`src/rtl/ram16k_arbiter.sv`:
```
// Two-requester arbiter and sequencer for the 16K-word data RAM.
// Each access runs IDLE -> ACC -> ACK, so one access completes every 3 cycles.
`timescale 1ns/1ps
module ram16k_arbiter #(
    parameter int DATA_W     = 16,
    parameter int ADDR_W     = 15,
    parameter int RAM_DEPTH  = 16384,
    parameter int FIXED_PRIO = 0
) (
    input  logic              clk,
    input  logic              rst_n,
    input  logic              req0,
    input  logic              we0,
    input  logic [ADDR_W-1:0] addr0,
    input  logic [DATA_W-1:0] wdata0,
    output logic              ack0,
    output logic [DATA_W-1:0] rdata0,
    output logic              err0,
    input  logic              req1,
    input  logic              we1,
    input  logic [ADDR_W-1:0] addr1,
    input  logic [DATA_W-1:0] wdata1,
    output logic              ack1,
    output logic [DATA_W-1:0] rdata1,
    output logic              err1,
    output logic [ADDR_W-1:0] ram_addr,
    output logic [DATA_W-1:0] ram_in,
    output logic              ram_ld,
    input  logic [DATA_W-1:0] ram_out,
    output logic              busy
);
    typedef enum logic [1:0] {IDLE = 2'd0, ACC = 2'd1, ACK = 2'd2} state_t;

    // One extra bit so a RAM_DEPTH of 2**ADDR_W still compares correctly.
    localparam logic [ADDR_W:0] DEPTH = (ADDR_W + 1)'(RAM_DEPTH);

    state_t            state, state_next;
    logic              last_grant, grant, lat_we, oor;
    logic [ADDR_W-1:0] lat_addr;
    logic [DATA_W-1:0] lat_wdata;
    logic              any_req, tie_win, win, sel_we;
    logic [ADDR_W-1:0] sel_addr;
    logic [DATA_W-1:0] sel_wdata, rd_val;

    always_comb begin
        any_req   = req0 | req1;
        tie_win   = (FIXED_PRIO != 0) ? 1'b0 : ~last_grant;
        win       = (req0 & req1) ? tie_win : req1;
        sel_we    = win ? we1 : we0;
        sel_addr  = win ? addr1 : addr0;
        sel_wdata = win ? wdata1 : wdata0;
        rd_val    = oor ? '0 : ram_out;
    end

    always_comb begin
        state_next = state;
        case (state)
            IDLE:    if (any_req) state_next = ACC;
            ACC:     state_next = ACK;
            ACK:     state_next = IDLE;
            default: state_next = IDLE;
        endcase
    end

    always_ff @(posedge clk or negedge rst_n) begin
        if (!rst_n) state <= IDLE;
        else        state <= state_next;
    end

    always_ff @(posedge clk or negedge rst_n) begin
        if (!rst_n) begin
            last_grant <= 1'b1;
            grant      <= 1'b0;
            lat_we     <= 1'b0;
            lat_addr   <= '0;
            lat_wdata  <= '0;
            oor        <= 1'b0;
            ack0       <= 1'b0;
            ack1       <= 1'b0;
            err0       <= 1'b0;
            err1       <= 1'b0;
            rdata0     <= '0;
            rdata1     <= '0;
        end else begin
            ack0 <= (state == ACC) & ~grant;
            ack1 <= (state == ACC) &  grant;
            err0 <= (state == ACC) & ~grant & oor;
            err1 <= (state == ACC) &  grant & oor;
            if (state == IDLE && any_req) begin
                grant      <= win;
                last_grant <= win;
                lat_we     <= sel_we;
                lat_addr   <= sel_addr;
                lat_wdata  <= sel_wdata;
                oor        <= ({1'b0, sel_addr} >= DEPTH);
            end
            // Read data lands on the ACC->ACK edge; writes leave rdata alone.
            if (state == ACC && !lat_we) begin
                if (grant) rdata1 <= rd_val;
                else       rdata0 <= rd_val;
            end
        end
    end

    // ram_ld is purely combinational so an asynchronous reset in ACC kills the write.
    assign ram_addr = lat_addr;
    assign ram_in   = lat_wdata;
    assign ram_ld   = (state == ACC) & lat_we & ~oor;
    assign busy     = (state != IDLE);
endmodule

```
`config.mk`:
```
export PLATFORM = sky130hd
export DESIGN_NAME = ram16k_arbiter
export DESIGN_NICKNAME = d
export VERILOG_FILES = /design/src/rtl/ram16k_arbiter.sv
export SDC_FILE = /design/constraint.sdc
export NUM_CORES = 1
export LEC_CHECK = 0
export CORE_MARGIN = 2
export CORE_UTILIZATION = 41
export CTS_CLUSTER_DIAMETER = 40
export CTS_CLUSTER_SIZE = 16
export DETAILED_ROUTE_END_ITERATION = 16
export PLACE_DENSITY_LB_ADDON = 0.1
export SYNTH_ARGS = -nofsm -noshare
export SYNTH_HDL_FRONTEND = slang
export SYNTH_SLANG_ARGS = --single-unit
```
`constraint.sdc`:
```
create_clock -name clk -period 2.4 [get_ports clk]
set_input_delay 0.48 -clock clk [delete_from_list [all_inputs] [get_ports clk]]
set_output_delay 0.48 -clock clk [all_outputs]
set_load 0.005 [all_outputs]
```
# Yosys cells after proc, flatten, opt, wreduce, memory -nomap -nowiden
# Cells that the tools add are included.
# word_totals
ff_bits	73
in_bits	84
out_inout_bits	69
wordCells	41
# classes
order_cmp	1
eq_ne	2
n_mux	7
n_bitwise	11
n_reduce_logical	7
# ops
op	count
$mux 16	2
$ge 15x15->1 const B	1
$mux 15	1
$and 1x1->1	7
$pmux 2 s2	1
$reduce_and 2->1	2
$not 1->1	3
$eq 2x1->1 const B	1
$logic_and 1x1->1	2
$logic_not 2->1	1
$mux 1	2
$mux 2	1
$ne 2x2->1 const B	1
$reduce_bool 2->1	1
$logic_not 1->1	1
$or 1x1->1	1

# Logic depth before layout (Yosys ltp)
# Gate-level depths: netlist (run 1).
# depth
ltp_word	4
mapped_depth	5
ltp_nobuf	3

# Worst setup path before layout (run 1)
# OpenSTA, ideal clock, no wires.
# synth_timing
kind	input port to flip-flop
startpoint	input port req1
endpoint	register lat_addr[0] (netlist: ram_addr[0])
setup_ns	0.125
arrival_ns	1.477
required_time_ns	2.275
setup_slack_ns	0.798
path_stages	5
path_buffers	2
path_cell_list	a21bo_1 -> buf_6 -> buf_12 -> mux2_4 -> mux2_4
# synth_via
elab_chain_cells	3
elab_cells_between_ends	5
cone_classes	mux: 2; bitwise: 2; reduce/logical: 1
# synth_lines
element	line_no	text
start, declared	19	input logic req1,
$and 1x1->1	48	win = (req0 & req1) ? tie_win : req1;
$mux 1	48	
$mux 15	50	sel_addr = win ? addr1 : addr0;
end signal, assigned	93	lat_addr <= sel_addr;
end, declared	39	logic [ADDR_W-1:0] lat_addr;
# Several ways; a longest one is shown, not always the timed one.
# A chain may end at the register's enable or synchronous reset.

# Final worst setup path (run 1)
# layout_timing
startpoint	register state[1]
endpoint	output port ram_ld
# layout_via
elab_chain_cells	3
# layout_lines
element	line_no	text
start, declared	37	state_t state, state_next;
start signal, assigned	67	else state <= state_next;
$eq 2x1->1	108	assign ram_ld = (state == ACC) & lat_we & ~oor;
$and 1x1->1 (2 in a row)	108	
end, declared	28	output logic ram_ld,
# No other way between the ends.

==> qor.yml, run 1 <==
run_status:
  run_status: "finished, final reports clean"
logic_synthesis:
  synth_compound_area_frac: 0.0578
  ys_ff_latch: 73
  synthesis.area_per_instance_um2: 13.4
  synth_area_um2: 3380
  synth_sequential_area_ratio: 0.541
  synth_xor_xnor_area_share: 0
  synth_top_cell_by_area: "dfrtp_1"
  yosys_warnings: 0
  synth.top_cells.by_count: "72 x dfrtp_1, 54 x mux2_4, 48 x nand2_1"
  synth-async-reset-ratio: 1.00
  post_synth_fa_ha_maj_area_fraction: 0
  syn-instance-count: 252
  number_of_enable_type_register_cells_in_the_synthesized_netlist: 0
  post_synth_num_cell_types: 24
  synth_mux_area_frac: 0.275
  post-synth-top-area-fraction: 0.533
  synth_simple_gate_area_share: 0.0770
  synthesis.nets: 336
  combinational_family_with_the_most_area_after_synthesis: "multiplexers"
  synthMostInstantiatedCell: "dfrtp_1"
  synth_top_flop_cell: "dfrtp_1"
  netlist_top_cells_area: "dfrtp_1 53%, mux2_4 24%, nand2_1 5.3%"
floorplan:
  standard_cell_row_count: 33
  fp.coreArea_um2: 8090
  effective_utilization_at_floorplan: 0.418
  die_height_um: 94.8
  die_area_um2: 8990
  floorplan.io_pins: 153
  die-width_um: 94.8
clock_tree:
  clkTransAtPathRegs_ps: 80
  insertion_delay_to_the_later_sink_of_the_worst_skew_pair_ps: 340
  number_of_setup_buffers_added_after_cts: 0
  cts_num_sinks: 73
  clk_root_buffer_cell: "clkbuf_8"
  cts_buffer_depth: 2
  tritoncts: "built"
  htreeDepth: 3
  numCtsBuffers: 9
  post_cts_resized: 0
  postCtsHoldBufs: 0
worst_setup_path:
  r2r.worst_path.cells: 4
  worstSetupEndpointType: "output pin"
  worst_path_max_delay_cell: "clkdlybuf4s50_1"
  required_ps: 1920
  cpLargestDelayFamily: "buffers and inverters"
  setup.worst_path.start: "state[1]"
  worst-endpoint-arrival_ps: 1680
  crit_path_cell_trace: "nor2b_1 > and3_1 > clkdlybuf4s50_1"
  worstSetupStartpointType: "flop"
  setup.reg_to_reg.worst_slack_ps: 670
  r2r-start: "state[0]"
  worst-path-stages: 3
  critical_path.n_buffers_inverters: 1
  crit_type: "reg -> out"
  path_max_fanout: 5
  timing.critical_path.slowest_cell_delay_ps: 520
detailed_routing:
  dr.first_iter.drc_count: 52
  wirelength_um: 7770
  drtPass1Iterations: 4
  drt-wirelength-per-cell_um: 15.0
  post-route-drc-count: 0
  vias_per_cell: 4.69
  vias: 2432
  detail-route-antenna-nets: 0
sta:
  relSlewSlack: 0.683
  setup_ws_ps: 239
  min_period_ps: 2160
  worst_pin_slew_ps: 475
  worst_hold_slack_ps: 95.6
  finalCritPeriodShare: 0.900
  setup_viol: 0
  hold_viol_final: 0
  finalClockSkew_ps: 6.67
  grt_setup_unrepaired: "false"
  report.final.slew_viol_count: 0
  finalSetupTns_ps: 0
  fmax_mhz: 463
power:
  cellInternalPower_uw: 4130
  power_switching_share: 0.289
  irDropWorstVdd_mv: 0.480
  p_leak_uw: 0.00233
  netSwitchingPower_uw: 1680
  power.share.sequential: 0.360
  power_frac_clock: 0.177
  p_per_area_nw_per_um2: 1120
  comb_power_share: 0.463
global_routing:
  grt_antenna_before_repair: 0
  globalRoute.totalOverflow: 0
  grt_start_max_net_pins: 39
  wire_length_of_the_first_global_routing_pass_um: 12200
  first_global_vias: 2540
  groute.usage.overall: 0.177
placement:
  place_ws_ps: 293
  gpl.final_weighted_congestion: 0.714
  numPortBuffers: 152
  dp_hpwl_um: 5560
  placedCellCount: 502
final_layout:
  fin_nets: 492
  num-fill-cells: 651
  syn2layout_area_growth_pct: 53.1
  layoutNonFillerInstCount: 518
  post_route_cells_drive_above_1_share: 0.218
  antennaDiodeCount: 0
run:
  max-cap-violations: 0
worst_hold_path:
  timing.hold.worst.class: "in -> async"
worst paths after layout:
kind / endpoint
setup / recovery: ram_ld
min in group clk: rdata1[9]
max in group asynchronous: last_grant
setup reg to reg: ram_addr[0]
hold reg to reg: rdata1[9]
hold / removal: rdata0[0]
placed cells by master, fill, tap and decap left out:
master             n
buf_12             2
nor2b_1            2
or2_0              1
o31ai_1            2
buf_4              8
and3_1             2
clkbuf_8           9
o21ai_0           34
mux2i_1            3
nor2_1             1
dfrtp_1           72
clkinvlp_4         1
or4b_1             1
mux2_4            54
clkinv_2           3
bufinv_16          2
nand2_1           48
clkdlybuf4s50_1  151
and2_1             2
dfstp_2            1
inv_1              1
mux2_2             8
nand4bb_1          1
nor2_4             1
clkbuf_1           1
a21bo_2            1
clkinv_1           1
final cells by class:
type,instances,area [um^2],share of cell area
flip-flops and latches,73,1830,0.353
repair buffers,161,1610,0.311
multi-input cells,161,1390,0.268
well taps,105,131,0.0254
clock buffers,10,128,0.0247
clock inverters,6,82.6,0.0160
inverters,2,7.51,0.00145
per-stage QoR:
stage / instance area (um^2) / total power, uW / utilization
final: 5170 / 5810 / 0.639
after global routing: 5170 / 6210 / 0.639
after CTS: 5170 / 5900 / 0.639
after detailed placement: 4960 / 4840 / 0.613
after global placement: 4960 / 4770 / 0.613
after floorplan: 3380 / 3440 / -
power groups by stage:
stage | clock, uW | sequential (uW) | combinational [uW]
2_1_floorplan | 0 | 2130 | 1310
3_3_place_gp | 0 | 2090 | 2680
3_5_place_dp | 0 | 2110 | 2730
4_1_cts | 1060 | 2100 | 2740
5_1_grt | 1120 | 2170 | 2920
6_report | 1030 | 2090 | 2690
cell families (layout without fill, tap and decap cells):
group / after synthesis / in the layout
simple gates: 59 / 59
mux: 65 / 65
flops: 73 / 73
compound gates: 37 / 37
buf+inv: 18 / 179
registers in the layout, indices dropped and copies added (netlist names):
signal,count
ram_in,16
rdata0,16
rdata1,16
ram_addr,15
state,2
ack0,1
ack1,1
err0,1
err1,1
grant,1
last_grant,1
lat_we,1
oor,1
per-layer routing:
layer  track usage  vias to the layer above  wire length, um
met2         0.281                       93             3690
li1              -                     1170                -
met4        0.0833                        0              125
met3        0.0503                       10              614
met1         0.222                     1159             3340
met5             0                        -                0
Note: power is estimated with default switching activity, not from simulation.
==> inputs of run 2 (changes only) <==
--- a/config.mk
+++ b/config.mk
@@ -5,7 +5,7 @@
 export SDC_FILE = /design/constraint.sdc
 export NUM_CORES = 1
 export LEC_CHECK = 0
-export CORE_MARGIN = 2
+export CORE_MARGIN = 1.5
 export CORE_UTILIZATION = 41
 export CTS_CLUSTER_DIAMETER = 40
 export CTS_CLUSTER_SIZE = 16
==> run 2 against run 1 <==
  * Via count shrank 1.7%
  * Critical path type unchanged
  * Combinational power about the same
  * Register-to-register slack got worse by 90 ps
  * Routed wire length decreased by 0.96%
  * Design area rose by 0.53%
  * Non-clock buffer count shrank 2
  * Total power increased by 2.6%
  * Worst hold slack worse by 21 ps
==> qor.yml, run 2 (same netlist as run 1, synthesis figures left out) <==
run_status:
  run_status: "finished, final reports clean"
floorplan:
  standard_cell_row_count: 32
  die_area_um2: 8800
  die_height_um: 93.8
  floorplan.io_pins: 153
  effective_utilization_at_floorplan: 0.431
  fp.coreArea_um2: 7850
  die-width_um: 93.8
run:
  max-cap-violations: 0
sta:
  relSlewSlack: 0.714
  report.final.slew_viol_count: 0
  finalSetupTns_ps: 0
  hold_viol_final: 0
  setup_ws_ps: 213
  setup_viol: 0
  min_period_ps: 2190
  grt_setup_unrepaired: "false"
  worst_pin_slew_ps: 429
  finalCritPeriodShare: 0.911
  fmax_mhz: 457
  finalClockSkew_ps: 9.42
clock_tree:
  cts_buffer_depth: 2
  cts_num_sinks: 73
  number_of_setup_buffers_added_after_cts: 0
  post_cts_resized: 0
  insertion_delay_to_the_later_sink_of_the_worst_skew_pair_ps: 340
  clkTransAtPathRegs_ps: 80
  numCtsBuffers: 9
  clk_root_buffer_cell: "clkbuf_8"
  htreeDepth: 3
  postCtsHoldBufs: 0
  tritoncts: "built"
global_routing:
  grt_antenna_before_repair: 0
  first_global_vias: 2447
  wire_length_of_the_first_global_routing_pass_um: 12000
  grt_start_max_net_pins: 43
  globalRoute.totalOverflow: 0
  groute.usage.overall: 0.179
worst_hold_path:
  timing.hold.worst.class: "in -> async"
worst_setup_path:
  path_max_fanout: 5
  setup.worst_path.start: "state[1]"
  r2r-start: "state[0]"
  worstSetupEndpointType: "output pin"
  worstSetupStartpointType: "flop"
  required_ps: 1920
  r2r.worst_path.cells: 4
  worst-endpoint-arrival_ps: 1710
  crit_type: "reg -> out"
placement:
  place_ws_ps: 269
  placedInstanceArea_um2: 4960
  numPortBuffers: 152
  dp_hpwl_um: 5560
  gpl.final_weighted_congestion: 0.711
detailed_routing:
  post-route-drc-count: 0
  drt-wirelength-per-cell_um: 15.0
  vias: 2390
  dr.first_iter.drc_count: 69
  detail-route-antenna-nets: 0
  wirelength_um: 7700
  drtPass1Iterations: 6
  vias_per_cell: 4.66
final_layout:
  fin_nets: 490
  finalCoreUtilization: 0.663
  antennaDiodeCount: 0
  syn2layout_area_growth_pct: 53.9
  num-fill-cells: 620
  layout.cells.most_common: "clkdlybuf4s50_1"
  post_route_cells_drive_above_1_share: 0.214
  layout_common_cells: "151 x clkdlybuf4s50_1, 72 x dfrtp_1, 54 x mux2_4, 48 x nand2_1, 34 x o21ai_0"
  design_area_um2: 5200
power:
  p_per_area_nw_per_um2: 1150
  fin_total_pwr_uw: 5960
  irDropWorstVdd_mv: 0.635
  p_leak_uw: 0.00233
-- run 2: worst max-delay path, stage by stage (launching register included) --
cell and delay [ps]:
dfrtp_1 400, nor2b_1 250, and3_1 200, clkdlybuf4s50_1 520
-- run 2: area by class of cell --
type | instances | area [um^2] | area share
Multi-Input combinational cell | 161 | 1390 | 0.266
Clock inverter | 5 | 103 | 0.0197
Timing Repair Buffer | 159 | 1610 | 0.309
Clock buffer | 11 | 141 | 0.0272
Tap cell | 102 | 128 | 0.0245
Sequential cell | 73 | 1830 | 0.351
Inverter | 2 | 7.51 | 0.00144
-- run 2: metal layers --
| layer | part of all wire | wire (um) | GRT usage |
|---|---|---|---|
| met1 | 0.44 | 3420 | 0.230 |
| met2 | 0.47 | 3620 | 0.289 |
| met3 | 0.073 | 565 | 0.0429 |
| met4 | 0.012 | 91 | 0.0721 |
| met5 | 0 | 0 | 0 |
-- run 2: power by group --
group	leakage (uW)	internal (uW)	switching (uW)	total [uW]
clock	0.000120	718	447	1170
sequential	0.000898	1790	310	2100
combinational	0.00132	1770	923	2690
-- run 2: worst paths after layout --
kind | to | slack [ps]
max | ram_ld | 210
min | ram_in[11] | 70
max reg2reg | ram_in[15] | 580
min reg2reg | rdata1[14] | 480
max in group asynchronous | last_grant | 1690
min in group clk | rdata1[14] | 480
-- run 2: through the flow --
step	std cells	hold slack [ps]
floorplan	252	184
global placement	497	446
detailed placement	497	451
CTS	513	80.7
global route	513	93.9
finish	513	74.3
